===== config.mk =====
export PLATFORM = sky130hd
export DESIGN_NAME = csw_recorder
export DESIGN_NICKNAME = d
export VERILOG_FILES = /design/src/rtl/csw_recorder_pkg.sv /design/src/rtl/csw_run_fifo.sv /design/src/rtl/csw_recorder.sv
export SDC_FILE = /design/constraint.sdc
export NUM_CORES = 1
export LEC_CHECK = 0
export CAP_MARGIN = 30
export CORE_MARGIN = 1
export CORE_UTILIZATION = 50
export DETAILED_ROUTE_END_ITERATION = 8
export PLACE_DENSITY_LB_ADDON = 0.15
export SLEW_MARGIN = 20
export SYNTH_ARGS = -nofsm -noshare
export SYNTH_HDL_FRONTEND = slang
export SYNTH_SLANG_ARGS = --single-unit

===== constraint.sdc =====
create_clock -name clk_sys -period 3.5 [get_ports clk_sys]
set_input_delay 0.525 -clock clk_sys [delete_from_list [all_inputs] [get_ports clk_sys]]
set_output_delay 0.525 -clock clk_sys [all_outputs]
set_load 0.01 [all_outputs]

===== src/rtl/csw_recorder_pkg.sv =====
// Shared types and constants for the CSW1 (compressed square wave) tape recorder.
package csw_recorder_pkg;

  typedef enum logic [2:0] {
    ST_IDLE  = 3'd0,
    ST_HDR   = 3'd1,
    ST_REC   = 3'd2,
    ST_FLUSH = 3'd3,
    ST_DONE  = 3'd4
  } csw_state_t;

  localparam int HDR_LEN = 32;

  // Bytes 25, 26 and 28 are placeholders; they are filled from RATE and pol0.
  localparam logic [7:0] CSW_HDR [HDR_LEN] = '{
    8'h43, 8'h6F, 8'h6D, 8'h70, 8'h72, 8'h65, 8'h73, 8'h73, 8'h65, 8'h64,
    8'h20, 8'h53, 8'h71, 8'h75, 8'h61, 8'h72, 8'h65, 8'h20, 8'h57, 8'h61,
    8'h76, 8'h65, 8'h1A, 8'h01, 8'h01, 8'h00, 8'h00, 8'h01, 8'h00, 8'h00,
    8'h00, 8'h00
  };

  localparam logic [7:0]  RLE_LONG_MARK = 8'h00;
  localparam logic [31:0] RLE_SHORT_MAX = 32'd255;

  function automatic logic [7:0] hdr_byte(input logic [4:0] idx, input logic [15:0] rate,
                                          input logic pol);
    logic [7:0] b;
    case (idx)
      5'd25:   b = rate[7:0];
      5'd26:   b = rate[15:8];
      5'd28:   b = {7'b0000000, pol};
      default: b = CSW_HDR[idx];
    endcase
    return b;
  endfunction

endpackage


===== src/rtl/csw_run_fifo.sv =====
// Small synchronous FIFO holding pending run lengths between sampler and encoder.
module csw_run_fifo #(
  parameter int DEPTH = 4,
  parameter int WIDTH = 32
) (
  input  logic             clk_sys,
  input  logic             reset_n,
  input  logic             clr,
  input  logic             push,
  input  logic             pop,
  input  logic [WIDTH-1:0] din,
  output logic [WIDTH-1:0] dout,
  output logic             full,
  output logic             empty
);
  localparam int            AW       = (DEPTH > 1) ? $clog2(DEPTH) : 1;
  localparam logic [AW:0]   CNT_FULL = (AW + 1)'(DEPTH);
  localparam logic [AW-1:0] PTR_LAST = AW'(DEPTH - 1);

  logic [WIDTH-1:0] r_mem [DEPTH];
  logic [AW-1:0]    r_rd_ptr;
  logic [AW-1:0]    r_wr_ptr;
  logic [AW:0]      r_count;
  logic             w_do_push;
  logic             w_do_pop;

  // Status flags and qualified push/pop; a pop frees the slot a same-cycle push needs.
  always_comb begin
    empty     = (r_count == '0);
    full      = (r_count == CNT_FULL);
    w_do_pop  = pop && !empty;
    w_do_push = push && (!full || w_do_pop);
    dout      = r_mem[r_rd_ptr];
  end

  // Pointer and occupancy tracking.
  always_ff @(posedge clk_sys) begin
    if (!reset_n || clr) begin
      r_rd_ptr <= '0;
      r_wr_ptr <= '0;
      r_count  <= '0;
    end else begin
      if (w_do_push) r_wr_ptr <= (r_wr_ptr == PTR_LAST) ? '0 : r_wr_ptr + AW'(1);
      if (w_do_pop)  r_rd_ptr <= (r_rd_ptr == PTR_LAST) ? '0 : r_rd_ptr + AW'(1);
      case ({w_do_push, w_do_pop})
        2'b10:   r_count <= r_count + (AW + 1)'(1);
        2'b01:   r_count <= r_count - (AW + 1)'(1);
        default: r_count <= r_count;
      endcase
    end
  end

  // Storage array.
  always_ff @(posedge clk_sys) begin
    if (w_do_push) r_mem[r_wr_ptr] <= din;
  end

endmodule


===== src/rtl/csw_recorder.sv =====
// Records the Spectrum MIC level as an RLE CSW1 file into a byte buffer with a
// wr/wr_ack handshake.
module csw_recorder
  import csw_recorder_pkg::*;
#(
  parameter int          PRESCALE = 80,
  parameter logic [15:0] RATE     = 16'hAAE6
) (
  input  logic        clk_sys,
  input  logic        reset_n,
  input  logic        ce,
  input  logic        rec,
  input  logic        mic_in,
  input  logic [24:0] max_size,
  output logic        wr,
  output logic [24:0] addr,
  output logic [7:0]  dout,
  input  logic        wr_ack,
  output logic        active,
  output logic        done,
  output logic        overflow,
  output logic [24:0] size
);
  localparam int            PW         = $clog2(PRESCALE + 1);
  localparam logic [PW-1:0] PRESC_LAST = PW'(PRESCALE - 1);

  csw_state_t    r_state;
  logic          r_rec_d, r_mic_d, r_pol0;
  logic [PW-1:0] r_presc;
  logic [31:0]   r_run_cnt, r_enc_run;
  logic [5:0]    r_hdr_idx;
  logic [2:0]    r_enc_left;
  logic          r_enc_long;
  logic          r_wr, r_active, r_done, r_overflow;
  logic [24:0]   r_addr, r_size;
  logic [7:0]    r_dout;

  logic          w_rec_rise, w_rec_fall, w_start, w_sampling, w_tick, w_edge;
  logic          w_hdr_done, w_push_req, w_push, w_pop, w_accept, w_src_valid;
  logic          w_fifo_full, w_fifo_empty;
  logic [7:0]    w_src_byte, w_enc_byte;
  logic [31:0]   w_fifo_dout;

  csw_run_fifo #(.DEPTH(4), .WIDTH(32)) u_fifo (
    .clk_sys (clk_sys),
    .reset_n (reset_n),
    .clr     (w_start),
    .push    (w_push),
    .pop     (w_pop),
    .din     (r_run_cnt),
    .dout    (w_fifo_dout),
    .full    (w_fifo_full),
    .empty   (w_fifo_empty)
  );

  // Edge detection, sample tick, FIFO control and next output byte selection.
  always_comb begin
    w_rec_rise = rec & ~r_rec_d;
    w_rec_fall = ~rec & r_rec_d;
    w_start    = w_rec_rise && ((r_state == ST_IDLE) || (r_state == ST_DONE));
    w_sampling = (r_state == ST_HDR) || (r_state == ST_REC);
    w_tick     = w_sampling && ce && (r_presc == PRESC_LAST);
    w_edge     = w_tick && (mic_in != r_mic_d);
    w_hdr_done = (r_hdr_idx == 6'd32);
    w_pop      = ((r_state == ST_REC) || (r_state == ST_FLUSH)) && w_hdr_done &&
                 (r_enc_left == 3'd0) && !w_fifo_empty;
    w_accept   = r_wr && wr_ack;
    // Stopping flushes the partial run even without a level change.
    if (w_rec_fall) w_push_req = w_sampling && (r_run_cnt != 32'd0);
    else            w_push_req = w_edge;
    w_push = w_push_req && (!w_fifo_full || w_pop);

    w_enc_byte = r_enc_run[7:0];
    if (r_enc_long) begin
      case (r_enc_left)
        3'd5:    w_enc_byte = RLE_LONG_MARK;
        3'd4:    w_enc_byte = r_enc_run[7:0];
        3'd3:    w_enc_byte = r_enc_run[15:8];
        3'd2:    w_enc_byte = r_enc_run[23:16];
        3'd1:    w_enc_byte = r_enc_run[31:24];
        default: w_enc_byte = 8'h00;
      endcase
    end else begin
      w_enc_byte = r_enc_run[7:0];
    end

    if (!w_hdr_done) begin
      w_src_valid = 1'b1;
      w_src_byte  = hdr_byte(r_hdr_idx[4:0], RATE, r_pol0);
    end else if (r_enc_left != 3'd0) begin
      w_src_valid = 1'b1;
      w_src_byte  = w_enc_byte;
    end else begin
      w_src_valid = 1'b0;
      w_src_byte  = 8'h00;
    end
  end

  // Recorder FSM, sampler, encoder and write port with registered outputs.
  always_ff @(posedge clk_sys) begin
    if (!reset_n) begin
      r_state    <= ST_IDLE;
      r_rec_d    <= rec;
      r_mic_d    <= mic_in;
      r_pol0     <= 1'b0;
      r_presc    <= '0;
      r_run_cnt  <= 32'd0;
      r_hdr_idx  <= 6'd0;
      r_enc_run  <= 32'd0;
      r_enc_left <= 3'd0;
      r_enc_long <= 1'b0;
      r_wr       <= 1'b0;
      r_addr     <= 25'd0;
      r_size     <= 25'd0;
      r_dout     <= 8'h00;
      r_active   <= 1'b0;
      r_done     <= 1'b0;
      r_overflow <= 1'b0;
    end else begin
      r_rec_d <= rec;
      if (w_start) begin
        r_state    <= ST_HDR;
        r_pol0     <= mic_in;
        r_mic_d    <= mic_in;
        r_presc    <= '0;
        r_run_cnt  <= 32'd1;
        r_hdr_idx  <= 6'd0;
        r_enc_left <= 3'd0;
        r_enc_long <= 1'b0;
        r_wr       <= 1'b0;
        r_addr     <= 25'd0;
        r_size     <= 25'd0;
        r_active   <= 1'b1;
        r_done     <= 1'b0;
        r_overflow <= 1'b0;
      end else begin
        if (w_sampling && ce) r_presc <= (r_presc == PRESC_LAST) ? '0 : r_presc + PW'(1);
        if (w_tick) begin
          r_mic_d <= mic_in;
          if (w_edge)                         r_run_cnt <= 32'd1;
          else if (r_run_cnt != 32'hFFFFFFFF) r_run_cnt <= r_run_cnt + 32'd1;
        end
        if (w_push_req && !w_push) r_overflow <= 1'b1;
        if (w_pop) begin
          r_enc_run  <= w_fifo_dout;
          r_enc_long <= (w_fifo_dout > RLE_SHORT_MAX);
          r_enc_left <= (w_fifo_dout > RLE_SHORT_MAX) ? 3'd5 : 3'd1;
        end

        case (r_state)
          ST_HDR: begin
            if (w_rec_fall)                             r_state <= ST_FLUSH;
            else if (w_accept && (r_hdr_idx == 6'd31)) r_state <= ST_REC;
          end
          ST_REC: begin
            if (w_rec_fall) r_state <= ST_FLUSH;
          end
          ST_FLUSH: begin
            if (w_hdr_done && w_fifo_empty && (r_enc_left == 3'd0) && !r_wr) begin
              r_state  <= ST_DONE;
              r_active <= 1'b0;
              r_done   <= 1'b1;
            end
          end
          default: ;
        endcase

        // A full buffer ends the recording; this overrides any transition above.
        if (w_accept) begin
          r_wr   <= 1'b0;
          r_addr <= r_addr + 25'd1;
          r_size <= r_size + 25'd1;
          if (!w_hdr_done) r_hdr_idx  <= r_hdr_idx + 6'd1;
          else             r_enc_left <= r_enc_left - 3'd1;
        end else if (!r_wr && r_active && w_src_valid) begin
          if (r_addr == max_size) begin
            r_overflow <= 1'b1;
            r_state    <= ST_DONE;
            r_active   <= 1'b0;
            r_done     <= 1'b1;
          end else begin
            r_wr   <= 1'b1;
            r_dout <= w_src_byte;
          end
        end
      end
    end
  end

  assign wr       = r_wr;
  assign addr     = r_addr;
  assign dout     = r_dout;
  assign size     = r_size;
  assign active   = r_active;
  assign done     = r_done;
  assign overflow = r_overflow;

endmodule

* After elaboration in Yosys (flattened, before gate mapping) *
Memories as Yosys holds them, arrays and structs flattened. A register that Yosys moved wholly into a read port is not among the register bits.
Cells that the tools add are included.

word-level totals
  flip-flop bits (word level) = 156
  bits in writable memories = 128
  ROM bits = 256
  input port bits = 31
  output and inout port bits = 62
  word-level logic and storage cells = 169
  memories kept = 2

cells by class
  add/sub/neg operators = 10
  $lt $le $gt $ge = 2
  equal/unequal tests = 23
  muxes and demuxes = 53
  bitwise logic cells = 10
  reduce and logical (&&, ||, !) cells = 47

memories
  memory            depth  bits a word  rd ports  clocked after memory_dff  wr ports  line                    source
  (name not given)  32     8            1         0                         0         csw_recorder_pkg.sv:32  default: b = CSW_HDR[idx];
  u_fifo.r_mem      4      32           1         1                         1         csw_run_fifo.sv:20      logic [WIDTH-1:0] r_mem [DEPTH];

operator list
  operator                                              count
  two-way mux 32 bit                                    2
  adder 25 x 1 -> 25 bit (second input constant)        2
  two-way mux 8 bit                                     5
  two-way mux 3 bit                                     11
  adder 32 x 1 -> 32 bit (second input constant)        1
  > comparator 32 x 8 -> 1 bit (second input constant)  1
  != test 32 bit (second input constant)                1
  case mux 8 bit (4 select lines)                       1
  nonzero test 32 bit                                   1
  two-way mux 1 bit                                     26
  == test 25 bit                                        1
  case mux 8 bit (3 select lines)                       1
  logical AND 1 bit                                     19
  == test 5 bit (second input constant)                 3
  == test 3 x 2 -> 1 bit (second input constant)        4
  AND reduction 2 bit                                   5
  == test 3 bit (second input constant)                 3
  logical NOT 3 bit                                     3
  case mux 3 bit (3 select lines)                       1
  two-way mux 2 bit                                     4
  adder 7 x 1 -> 7 bit (second input constant)          1
  == test 7 bit (second input constant)                 1
  two-way mux 7 bit                                     1
  inverter 1 bit                                        7
  other kinds (22)                                      40

* Logic depth before layout (Yosys ltp) *
Gate-level depths: netlist (run 1).

  depth in word-level cells = 13
  gate-level depth with buffers = 14
  depth with buffers taken out = 14

* Cells and area by module *
A second synthesis (run 1) with hierarchy kept.

second synthesis, totals
  cells, all modules = 1172
  area, all modules = 12747.2 um2

modules (own cells, without submodules)
  module        instances  cells an instance  area an instance (um2)  seq. area each (um2)
  csw_recorder  1          947                7587.3                  2992.9
  csw_run_fifo  1          225                5159.9                  4023.9

* Least setup slack after synthesis (run 1) *
No wires, ideal clock.

  path kind = register to register
  start = register r_hdr_idx[0]
  end = register u_fifo.r_count[2]
  setup time = 70 ps
  arrival time = 2799 ps
  required time = 3430 ps
  path slack = 630 ps
  cell stages (with the launch flop) = 15
  path buffers = 2
  clock period less this slack = 2870 ps
  path through = dfxtp_1 > inv_1 > ha_1 > and2_0 > buf_2 > nand4b_1 > nand2b_1 > inv_2 > buf_2 > ha_1 > inv_1 > fa_1 > xor2_1 > or3_1 > a21oi_1

on the way
  cells in the longest elaborated chain, start to end = 9
  elaborated cells on any way between the ends = 13
  classes of those cells = 3 x eq/ne; 1 x mux; 9 x reduce/logical

RTL lines
  item                                                                   line                                    source
  start: declaration                                                     csw_recorder.sv:31                      logic [5:0] r_hdr_idx;
  start signal: assignment                                               csw_recorder.sv:173                     if (!w_hdr_done) r_hdr_idx <= r_hdr_idx + 6'd1;
  == test 6 bit *                                                        csw_recorder.sv:64                      w_hdr_done = (r_hdr_idx == 6'd32);
  logical AND 1 bit * (2 in a row)                                       csw_recorder.sv:65                      w_pop = ((r_state == ST_REC) || (r_state == ST_FLUSH)) && w_hdr_done &&
  logical AND 1 bit *                                                    csw_recorder.sv:66                      (r_enc_left == 3'd0) && !w_fifo_empty;
  logical OR 1 bit or logical AND 1 bit (tied branches)                  csw_recorder.sv:71, csw_run_fifo.sv:31
  logical AND 1 bit or logical OR 1 bit (tied branches)                  csw_recorder.sv:71, csw_run_fifo.sv:32
  logical AND 1 bit                                                      csw_run_fifo.sv:32                      w_do_push = push && (!full || w_do_pop);
  == test 2 x 1 -> 1 bit or == test 2 bit (tied branches)                csw_run_fifo.sv:45                      case ({w_do_push, w_do_pop})
  case mux 3 bit (2 select lines) or nonzero test 2 bit (tied branches)  -
  end signal: assignment                                                 csw_run_fifo.sv:46                      2'b10: r_count <= r_count + (AW + 1)'(1);
  end signal: assignment                                                 csw_run_fifo.sv:47                      2'b01: r_count <= r_count - (AW + 1)'(1);
  end signal: assignment                                                 csw_run_fifo.sv:48                      default: r_count <= r_count;
  end: declaration                                                       csw_run_fifo.sv:23                      logic [AW:0] r_count;

Mark *: on every way between the ends. The rest lies on a longest branch, timed or not.
A chain may end at the register's enable or synchronous reset.

* Worst setup path in the final report (run 1) *
Same ends and word-level chain as after synthesis.

==> impl_metrics.json, run 1 <==
{
  "outcome": "complete, no violations",
  "cpPeakStageDelay_ns": 0.49,
  "p_seq_share_pct": 50.0,
  "syn-num-nets": 1185,
  "reg2reg_to": "u_fifo.r_count[2]$_SDFFE_PP0P_",
  "grt_use_met1_pct": 31.98,
  "nets": 1283,
  "synth_ff_type": "dfxtp_1",
  "synth_seq_cells": 286,
  "hold_viol_final": 0,
  "numCtsBuffers": 29,
  "antenna_cells": 0,
  "min_path_cells": 2,
  "hold_path_end": "dout[0]$_SDFFE_PN0P_",
  "endpoint_kind": "flop",
  "port_buffers": 92,
  "ys_seq_area_share_pct": 55.37,
  "r2r-start": "r_hdr_idx[0]$_SDFFE_PP0P_",
  "clock.fmax_ghz": 0.3166,
  "die_h_um": 161.2,
  "ys_types": 63,
  "top_usage_layer": "met2",
  "max_slew_margin_pct": 51.62,
  "crit_chain": "inv_1 -> ha_1 -> and2_0 -> nand4b_1 -> and3_1 -> nor2_1 -> inv_1 -> ha_1 -> inv_1 -> fa_1 -> xor2_1 -> or3_1 -> a21oi_1",
  "avgViaCountPerCell": 5.546,
  "postLayoutCoreUtil_pct": 61.44,
  "cp_max_fo": 9,
  "path_common_cell": "inv_1",
  "period_minus_slack_ns": 3.158,
  "antenna_found_initial": 0,
  "avgRoutedWirePerCell_um": 17.65,
  "clkPwrFrac_pct": 47.2,
  "ios": 93,
  "hold-worst-slack_ns": 0.4568,
  "overflow": 0,
  "cts_buffer_depth": 3,
  "core-area_um2": 24600,
  "hold_buffers": 0,
  "clkSinkCount": 286,
  "antenna_left": 0,
  "netSwitchingFraction_pct": 20.04,
  "dp_cells": 1521,
  "grt_pass1_vias": 8291,
  "vdd_drop_max_mv": 0.3227,
  "syn_area_per_cell_um2": 11.20,
  "r2r_setup_slack_ns": 0.34,
  "syn-cell-area_um2": 12670,
  "worst_ep_arrival_time_ns": 3.65,
  "fin_cells": 1576,
  "grt_pass1_wl_um": 44930,
  "syn2layout_area_growth_pct": 19.29,
  "drive_gt1_share_pct": 10.62,
  "drc_errors": 0,
  "root_buffer": "clkbuf_16",
  "p_comb_share_pct": 2.7,
  "final_cell_mix": "dfxtp_1, nand2_1, edfxtp_1, nor2_1, clkdlybuf4s50_1",
  "postCtsSetupRepairBufs": 0,
  "path_clk_slew_ns": 0.06,
  "intPower_mw": 5.578,
  "p_switching_mw": 1.398,
  "synth_warnings": 0,
  "dp_hpwl_um": 18810,
  "tns_ns": 0,
  "routabilityCongestion": 0.8451,
  "synth_cells": 1131,
  "wl_um": 27820,
  "clkLatencyLatePin_ns": 0.56,
  "htreeDepth": 1,
  "power_density_nw_per_um2": 461.4,
  "period_share_pct": 90.23,
  "rows": 57,
  "final_common_cell": "dfxtp_1",
  "hold_path.class": "flop to flop",
  "setup_viol": 0,
  "worst_pin_slew_ns": 0.7242,
  "grt_max_degree": 49,
  "min_from": "dout[0]$_SDFFE_PN0P_",
  "report.final.slew_viol_count": 0,
  "cpMaxStageDelayCell": "dfxtp_1",
  "synthArstFlopShare_pct": 0,
  "synth_edf_count": 129,
  "drt-pass1-iter-count": 6,
  "cap_violations": 0,
  "vias": 8741,
  "reg2regPathDepth": 13,
  "cts_tree": "done",
  "track_usage_pct": 21.60,
  "leakagePower_nw": 4.871,
  "fin_skew_ns": 0.01467,
  "grt_setup_unrepaired": "false",
  "crit_type": "flop to flop",
  "die_w_um": 161.2,
  "cts-resized-gates": 0,
  "use_met2_pct": 33.52,
  "grt.met3_usage_pct": 2.902,
  "start_util_pct": 51.50,
  "required_ns": 3.99,
  "dieArea_um2": 25990,
  "crit_path_start_kind": "flop",
  "drt_iter0_drc": 631
}
==> sequential cells by signal, summed over array words and instances, names as in the netlist, 2 cells and up, named ones only <==
register,flops
r_enc_left,3
u_fifo.r_rd_ptr,2
r_run_cnt,32
u_fifo.r_mem,128
r_presc,7
addr,25
r_enc_run,32
r_hdr_idx,6
size,25
dout,8
u_fifo.r_wr_ptr,2
r_state,3
u_fifo.r_count,3
==> routing by layer <==
metal / share of wire (%) / wire length, um / vias to the layer above
met5: 0 / 0 / -
met4: 2.1 / 581 / 0
met3: 4.7 / 1316 / 46
met2: 45 / 12630 / 198
met1: 48 / 13300 / 4206
li1: - / - / 4291
==> logic make-up after synthesis <==
logic type      after synthesis  synth area share, %
compound gates              131                6.793
xor+xnor                    110                7.603
fa+ha+maj                    23                2.330
buf+inv                      74                2.360
flops                       286                55.37
mux                          46                7.000
simple gates                461                18.54
==> power by group through the flow <==
stage / clock, mW / sequential [mW] / combinational, mW
after floorplan: 0 / 3.56 / 0.0981
after global placement: 0 / 3.56 / 0.191
after detailed placement: 0 / 3.56 / 0.192
after CTS: 3.36 / 3.49 / 0.193
after global routing: 3.50 / 3.49 / 0.206
final: 3.30 / 3.49 / 0.192
==> per-stage QoR <==
step           power, mW  setup WS (ns)  instance area [um2]
5_1_grt            7.194         0.1380                15120
3_3_place_gp       3.752         0.3985                14070
6_report           6.976         0.3418                15120
3_5_place_dp       3.754         0.3392                14070
4_1_cts            7.046         0.3838                15110
2_1_floorplan      3.659         0.6302                12670
==> cells in the mapped netlist (all sizes together), types with 15 or more instances <==
library cell  number  share of area (%)
inv               23               0.68
nand3             46                1.8
buf               15               0.60
nor2             114                3.4
a21oi             32                1.3
xor2              28                1.9
nor3              32                1.3
nand2            130                3.9
a21boi            32                1.9
nor4              30                2.0
mux4              34                6.0
nand4             26                1.4
and3              18               0.89
ha                22                2.2
edfxtp           129                 31
clkbuf            36                1.1
or3               16               0.79
o21ai             34                1.3
dfxtp            157                 25
xnor2             82                5.7
==> final cells by class <==
class / instances / area (um2)
repair buffers: 118 / 1201
clock buffers: 43 / 859.6
flip-flops and latches: 286 / 7018
multi-input cells: 771 / 5363
clock inverters: 11 / 183.9
well taps: 324 / 405.4
fillers: 1991 / 9488
inverters: 23 / 86.33
==> worst max-delay path: cells and delay by family (launching register included) <==
kind	cells	cell delay (ns)
flops	1	0.49
compound gates	1	0.14
simple gates	5	1.14
buf+inv	3	0.31
xor+xnor	1	0.16
fa+ha+maj	3	0.87
==> worst max-delay path by stage <==
stage                                    from                              to  slack, ns  depth (start not counted)
floorplan           r_hdr_idx[0]$_SDFFE_PP0P_  u_fifo.r_count[2]$_SDFFE_PP0P_       0.63                         14
global placement                           ce  u_fifo.r_count[2]$_SDFFE_PP0P_       0.40                         12
detailed placement                         ce  u_fifo.r_count[2]$_SDFFE_PP0P_       0.34                         12
CTS                 r_hdr_idx[0]$_SDFFE_PP0P_  u_fifo.r_count[2]$_SDFFE_PP0P_       0.38                         13
global route        r_hdr_idx[0]$_SDFFE_PP0P_  u_fifo.r_count[2]$_SDFFE_PP0P_       0.14                         13
finish              r_hdr_idx[0]$_SDFFE_PP0P_  u_fifo.r_count[2]$_SDFFE_PP0P_       0.34                         13
No activity file was read; power rests on OpenSTA's default activity.
==> run 2, diff against run 1 <==
==> constraint.sdc (replaced) <==
create_clock -name clk_sys -period 3.13 [get_ports clk_sys]
set_input_delay 0.4695 -clock clk_sys [delete_from_list [all_inputs] [get_ports clk_sys]]
set_output_delay 0.4695 -clock clk_sys [all_outputs]
set_load 0.01 [all_outputs]
==> run 2 against run 1 <==
Compared with the run above: maximum frequency up 11%; final area up 0.69%; count of clock-buffer cells in the layout down 4; largest cell class unchanged; via count up 0.77%; sequential power up 12%; first-iteration DRC count up 6.3%; combinational power up 12%; non-clock buffer count up 20; wire length up 1.2%.
==> impl_metrics.json, run 2 (same netlist as run 1, synthesis figures left out) <==
{
  "hold_buffers": 0,
  "worst_ep_arrival_time_ns": 3.33,
  "drt_iter0_drc": 671,
  "antenna_cells": 0,
  "required_ns": 3.61,
  "drt-pass1-iter-count": 6,
  "crit_type": "flop to flop",
  "start_util_pct": 51.50,
  "grt_pass1_vias": 8376,
  "finalPower_mw": 7.608,
  "cap_violations": 0,
  "crit_path_start_kind": "flop",
  "core-area_um2": 24600,
  "top_usage_layer": "met2",
  "largest_reg_flops": 128,
  "vias": 8808,
  "cts_buffer_depth": 3,
  "dieArea_um2": 25990,
  "drc_errors": 0,
  "track_usage_pct": 21.83,
  "top_regs": "u_fifo.r_mem (128), r_enc_run (32), r_run_cnt (32)",
  "htreeDepth": 1,
  "period_minus_slack_ns": 2.847,
  "worst_pin_slew_ns": 0.8091,
  "cts_tree": "done",
  "ios": 93,
  "overflow": 0,
  "tns_ns": 0,
  "clkSinkCount": 286,
  "port_buffers": 92,
  "wl_um": 28150,
  "antenna_found_initial": 0,
  "avgViaCountPerCell": 5.515,
  "max_slew_margin_pct": 45.35,
  "antenna_left": 0,
  "cp_max_fo": 10,
  "dp_hpwl_um": 19400,
  "drive_gt1_share_pct": 12.02,
  "endpoint_kind": "flop",
  "numCtsBuffers": 30,
  "grt_pass1_wl_um": 45120,
  "grt_use_met1_pct": 32.72,
  "grt_setup_unrepaired": "false",
  "final_common_cell": "dfxtp_1",
  "path_clk_slew_ns": 0.06,
  "rows": 57,
  "die_h_um": 161.2,
  "setup_viol": 0,
  "nets": 1304,
  "hold_path.class": "primary input to flop",
  "clkLatencyLatePin_ns": 0.56,
  "vdd_drop_max_mv": 0.5031,
  "grt.met3_usage_pct": 2.825,
  "use_met2_pct": 33.78,
  "fin_skew_ns": 0.01283,
  "postLayoutCoreUtil_pct": 61.86,
  "final_cell_mix": "dfxtp_1, nand2_1, edfxtp_1, nor2_1, clkdlybuf4s50_1",
  "period_share_pct": 90.94,
  "largest_register": "u_fifo.r_mem",
  "avgRoutedWirePerCell_um": 17.63,
  "die_w_um": 161.2,
  "place_ws_ns": 0.1731,
  "power_density_nw_per_um2": 499.8,
  "root_buffer": "clkbuf_16",
  "fin_ws_ns": 0.2835,
  "hold_viol_final": 0,
  "outcome": "complete, no violations",
  "grt_max_degree": 63,
  "routabilityCongestion": 0.8753,
  "syn2layout_area_growth_pct": 20.11,
  "leakagePower_nw": 4.939,
  "clock.fmax_ghz": 0.3513,
  "report.final.slew_viol_count": 0
}
run 2: cell types whose count changed in the layout (fill, tap and decap cells not counted), sizes merged:
| cell | previous run | this run |
|---|---|---|
| clkinvlp | 1 | 5 |
| buf | 25 | 46 |
| clkbuf | 44 | 39 |
| bufinv | 4 | 3 |
| inv | 25 | 23 |
| clkinv | 4 | 8 |
run 2: through the flow:
step	instances	instance area, um2	hold slack, ns
finish	1597	15220	0.4484
global placement	1542	14240	0.4440
global route	1597	15220	0.4453
CTS	1597	15220	0.4272
floorplan	1131	12670	0.4428
detailed placement	1542	14240	0.4523
run 2: routing by layer:
| metal | up-vias | part of all wire (%) |
|---|---|---|
| li1 | 4335 | - |
| met1 | 4241 | 48 |
| met2 | 195 | 46 |
| met3 | 37 | 4.2 |
| met4 | 0 | 1.6 |
| met5 | - | 0 |
run 2: worst paths after layout:
| kind | from | to | slack [ns] | cells past startpoint |
|---|---|---|---|---|
| max | r_run_cnt[20]$_SDFFE_PP0P_ | u_fifo.r_count[2]$_SDFFE_PP0P_ | 0.28 | 12 |
| max reg2reg | r_run_cnt[20]$_SDFFE_PP0P_ | u_fifo.r_count[2]$_SDFFE_PP0P_ | 0.28 | 12 |
| min reg2reg | dout[7]$_SDFFE_PN0P_ | dout[7]$_SDFFE_PN0P_ | 0.46 | 2 |
| min | rec | r_rec_d$_DFF_P_ | 0.45 | 1 |
run 2: layout make-up:
type / instances / area, um2
clock inverters: 16 / 173.9
repair buffers: 138 / 1366
flip-flops and latches: 286 / 7019
multi-input cells: 771 / 5365
inverters: 23 / 86.33
fillers: 2003 / 9384
well taps: 324 / 405.4
clock buffers: 39 / 804.5
run 2: repair_timing:
action	4_1_cts	5_1_grt
setup endpoints to repair	0	1
endpoints found under the hold margin	0	0
buffers inserted	0	0
resized for setup	0	2
run 2: worst max-delay path, stage by stage, from the launching register on:
cell and delay [ns]:
dfxtp_1 0.39, nor4_1 0.38, nand4_1 0.21, nor2_2 0.25, o32a_1 0.21, nor2_1 0.06
inv_1 0.06, ha_1 0.18, inv_1 0.06, fa_1 0.37, xor2_1 0.16, or3_1 0.31
a21oi_1 0.14
run 2: power breakdown:
part           switching, mW  total (mW)  internal, mW
Sequential            0.0115        3.90          3.89
Combinational          0.113       0.216         0.103
Clock                   1.44        3.49          2.06
Total                   1.56        7.61          6.05
==> run 3, diff against run 2 <==
--- a/config.mk
+++ b/config.mk
@@ -9,7 +9,7 @@
 export CORE_MARGIN = 1
 export CORE_UTILIZATION = 50
 export DETAILED_ROUTE_END_ITERATION = 8
-export PLACE_DENSITY_LB_ADDON = 0.15
+export PLACE_DENSITY = 0.78
 export SLEW_MARGIN = 20
 export SYNTH_ARGS = -nofsm -noshare
 export SYNTH_HDL_FRONTEND = slang
==> run 3 against run 2 <==
Compared with the run above: die area did not move; power increased by 2.1%; clock skew grew 0.0043 ns; non-clock buffer count rose by 5; hold slack lost 0.010 ns.
==> impl_metrics.json, run 3 (same netlist as run 1, synthesis figures left out) <==
{
  "outcome": "complete, no violations",
  "nets": 1310,
  "dieArea_um2": 25990,
  "finalPower_mw": 7.764,
  "port_buffers": 92,
  "crit_family": "simple AND/OR/NAND/NOR gates",
  "nFillCells": 1899,
  "hold_path.class": "primary input to flop",
  "overflow": 0,
  "final_common_cell": "dfxtp_1",
  "clkSinkCount": 286,
  "routabilityCongestion": 0.8848,
  "cpMaxStageDelayCell": "dfxtp_1",
  "antenna_left": 0,
  "antenna_cells": 0,
  "worst_ep_arrival_time_ns": 3.42,
  "top_regs": "u_fifo.r_mem (128), r_enc_run (32), r_run_cnt (32)",
  "report.final.slew_viol_count": 0,
  "crit_chain": "inv_1 -> ha_1 -> nor4b_2 -> nand4_1 -> nor2_2 -> o32a_1 -> nor2_1 -> inv_1 -> ha_1 -> inv_1 -> fa_1 -> xor2_1 -> or3_1 -> a21oi_1",
  "vias": 9029,
  "path_common_cell": "inv_1",
  "vdd_drop_max_mv": 0.5157,
  "period_minus_slack_ns": 2.934,
  "fin_ws_ns": 0.1955,
  "cts_tree": "done",
  "grt_setup_unrepaired": "false",
  "power_density_nw_per_um2": 507.6,
  "largest_reg_flops": 128,
  "max_slew_margin_pct": 48.38,
  "crit_type": "flop to flop",
  "die_w_um": 161.2,
  "track_usage_pct": 22.45,
  "numCtsBuffers": 31,
  "crit_path_start_kind": "flop",
  "clkLatencyLatePin_ns": 0.57,
  "endpoint_kind": "flop",
  "leakagePower_nw": 5.001,
  "cp_num_buf_inv": 3,
  "path_clk_slew_ns": 0.06,
  "clock.fmax_ghz": 0.3408,
  "worst_pin_slew_ns": 0.7642,
  "grt_pass1_vias": 8950,
  "period_share_pct": 93.75,
  "cp_max_fo": 9,
  "hold_buffers": 0,
  "drive_gt1_share_pct": 12.49,
  "grt_pass1_wl_um": 46850,
  "cts_buffer_depth": 3,
  "required_ns": 3.61,
  "avgViaCountPerCell": 5.626,
  "drt-pass1-iter-count": 6,
  "htreeDepth": 1,
  "grt_max_degree": 55,
  "place_ws_ns": -0.1055,
  "cpPeakStageDelay_ns": 0.38,
  "avgRoutedWirePerCell_um": 18.02,
  "start_util_pct": 51.50,
  "fin_skew_ns": 0.01712,
  "die_h_um": 161.2,
  "ios": 93,
  "root_buffer": "clkbuf_16",
  "rows": 57,
  "cap_violations": 0,
  "setup_viol": 0,
  "hold_viol_final": 0,
  "largest_register": "u_fifo.r_mem",
  "syn2layout_area_growth_pct": 20.70,
  "drt_iter0_drc": 657,
  "wl_um": 28930,
  "final_cell_mix": "dfxtp_1, nand2_1, edfxtp_1, nor2_1, clkdlybuf4s50_1",
  "antenna_found_initial": 0,
  "dp_hpwl_um": 19420,
  "core-area_um2": 24600,
  "drc_errors": 0
}
==> run 3: cell types whose count changed in the layout (fill, tap and decap cells not counted), sizes merged <==
cell,delta
buf,+5
bufinv,-1
clkbuf,+5
clkinvlp,-3
inv,+2
==> run 3: per-stage QoR <==
| step | instances | hold WS, ns | TNS [ns] | utilization [%] | instance area, um2 |
|---|---|---|---|---|---|
| floorplan | 1131 | 0.4428 | 0 | - | 12670 |
| finish | 1605 | 0.4383 | 0 | 62.16 | 15290 |
| global placement | 1547 | 0.4443 | 0 | 57.92 | 14250 |
| detailed placement | 1547 | 0.4523 | -0.1055 | 57.92 | 14250 |
| global route | 1605 | 0.4590 | 0 | 62.16 | 15290 |
| CTS | 1605 | 0.4273 | 0 | 62.16 | 15290 |
==> run 3: final timing paths <==
check / depth (start not counted) / slack [ns] / endpoint / from
worst min-delay path: 1 / 0.44 / r_rec_d$_DFF_P_ / rec
worst max-delay path: 14 / 0.20 / u_fifo.r_count[2]$_SDFFE_PP0P_ / r_run_cnt[1]$_SDFFE_PP0P_
worst min register to register: 2 / 0.46 / dout[4]$_SDFFE_PN0P_ / dout[4]$_SDFFE_PN0P_
worst max register to register: 14 / 0.20 / u_fifo.r_count[2]$_SDFFE_PP0P_ / r_run_cnt[1]$_SDFFE_PP0P_
==> run 3: timing repair <==
action,in CTS,in global routing
setup endpoints to repair,1,0
buffers inserted,0,0
gates resized for setup,2,0
hold endpoints to repair,0,0
==> run 3: worst register-to-register path, stage by stage (launching register included) <==
cell and delay, ns:
dfxtp_1 0.38, inv_1 0.08, ha_1 0.13, nor4b_2 0.28
nand4_1 0.17, nor2_2 0.26, o32a_1 0.22, nor2_1 0.06
inv_1 0.06, ha_1 0.17, inv_1 0.06, fa_1 0.37
xor2_1 0.15, or3_1 0.30, a21oi_1 0.15
==> run 3: where the power goes <==
part | internal (mW) | total, mW | switching, mW
Clock | 2.16 | 3.64 | 1.48
Combinational | 0.106 | 0.222 | 0.116
Sequential | 3.89 | 3.90 | 0.0108
Total | 6.15 | 7.76 | 1.61
==> run 3: area by class of cell <==
class	instances	area [um2]	share of cell area (%)
Clock buffer	44	895.9	5.857
Clock inverter	14	138.9	0.9080
Inverter	23	86.33	0.5645
Multi-Input combinational cell	771	5371	35.12
Sequential cell	286	7018	45.89
Tap cell	324	405.4	2.651
Timing Repair Buffer	143	1379	9.015
==> run 3: metal layers <==
| metal | track usage [%] | vias to the layer above | wire, um |
|---|---|---|---|
| met3 | 3.467 | 51 | 1533 |
| met2 | 38.15 | 263 | 14170 |
| met4 | 5.532 | 0 | 587 |
| met5 | 0 | - | 0 |
| li1 | - | 4331 | - |
| met1 | 30.10 | 4384 | 12630 |
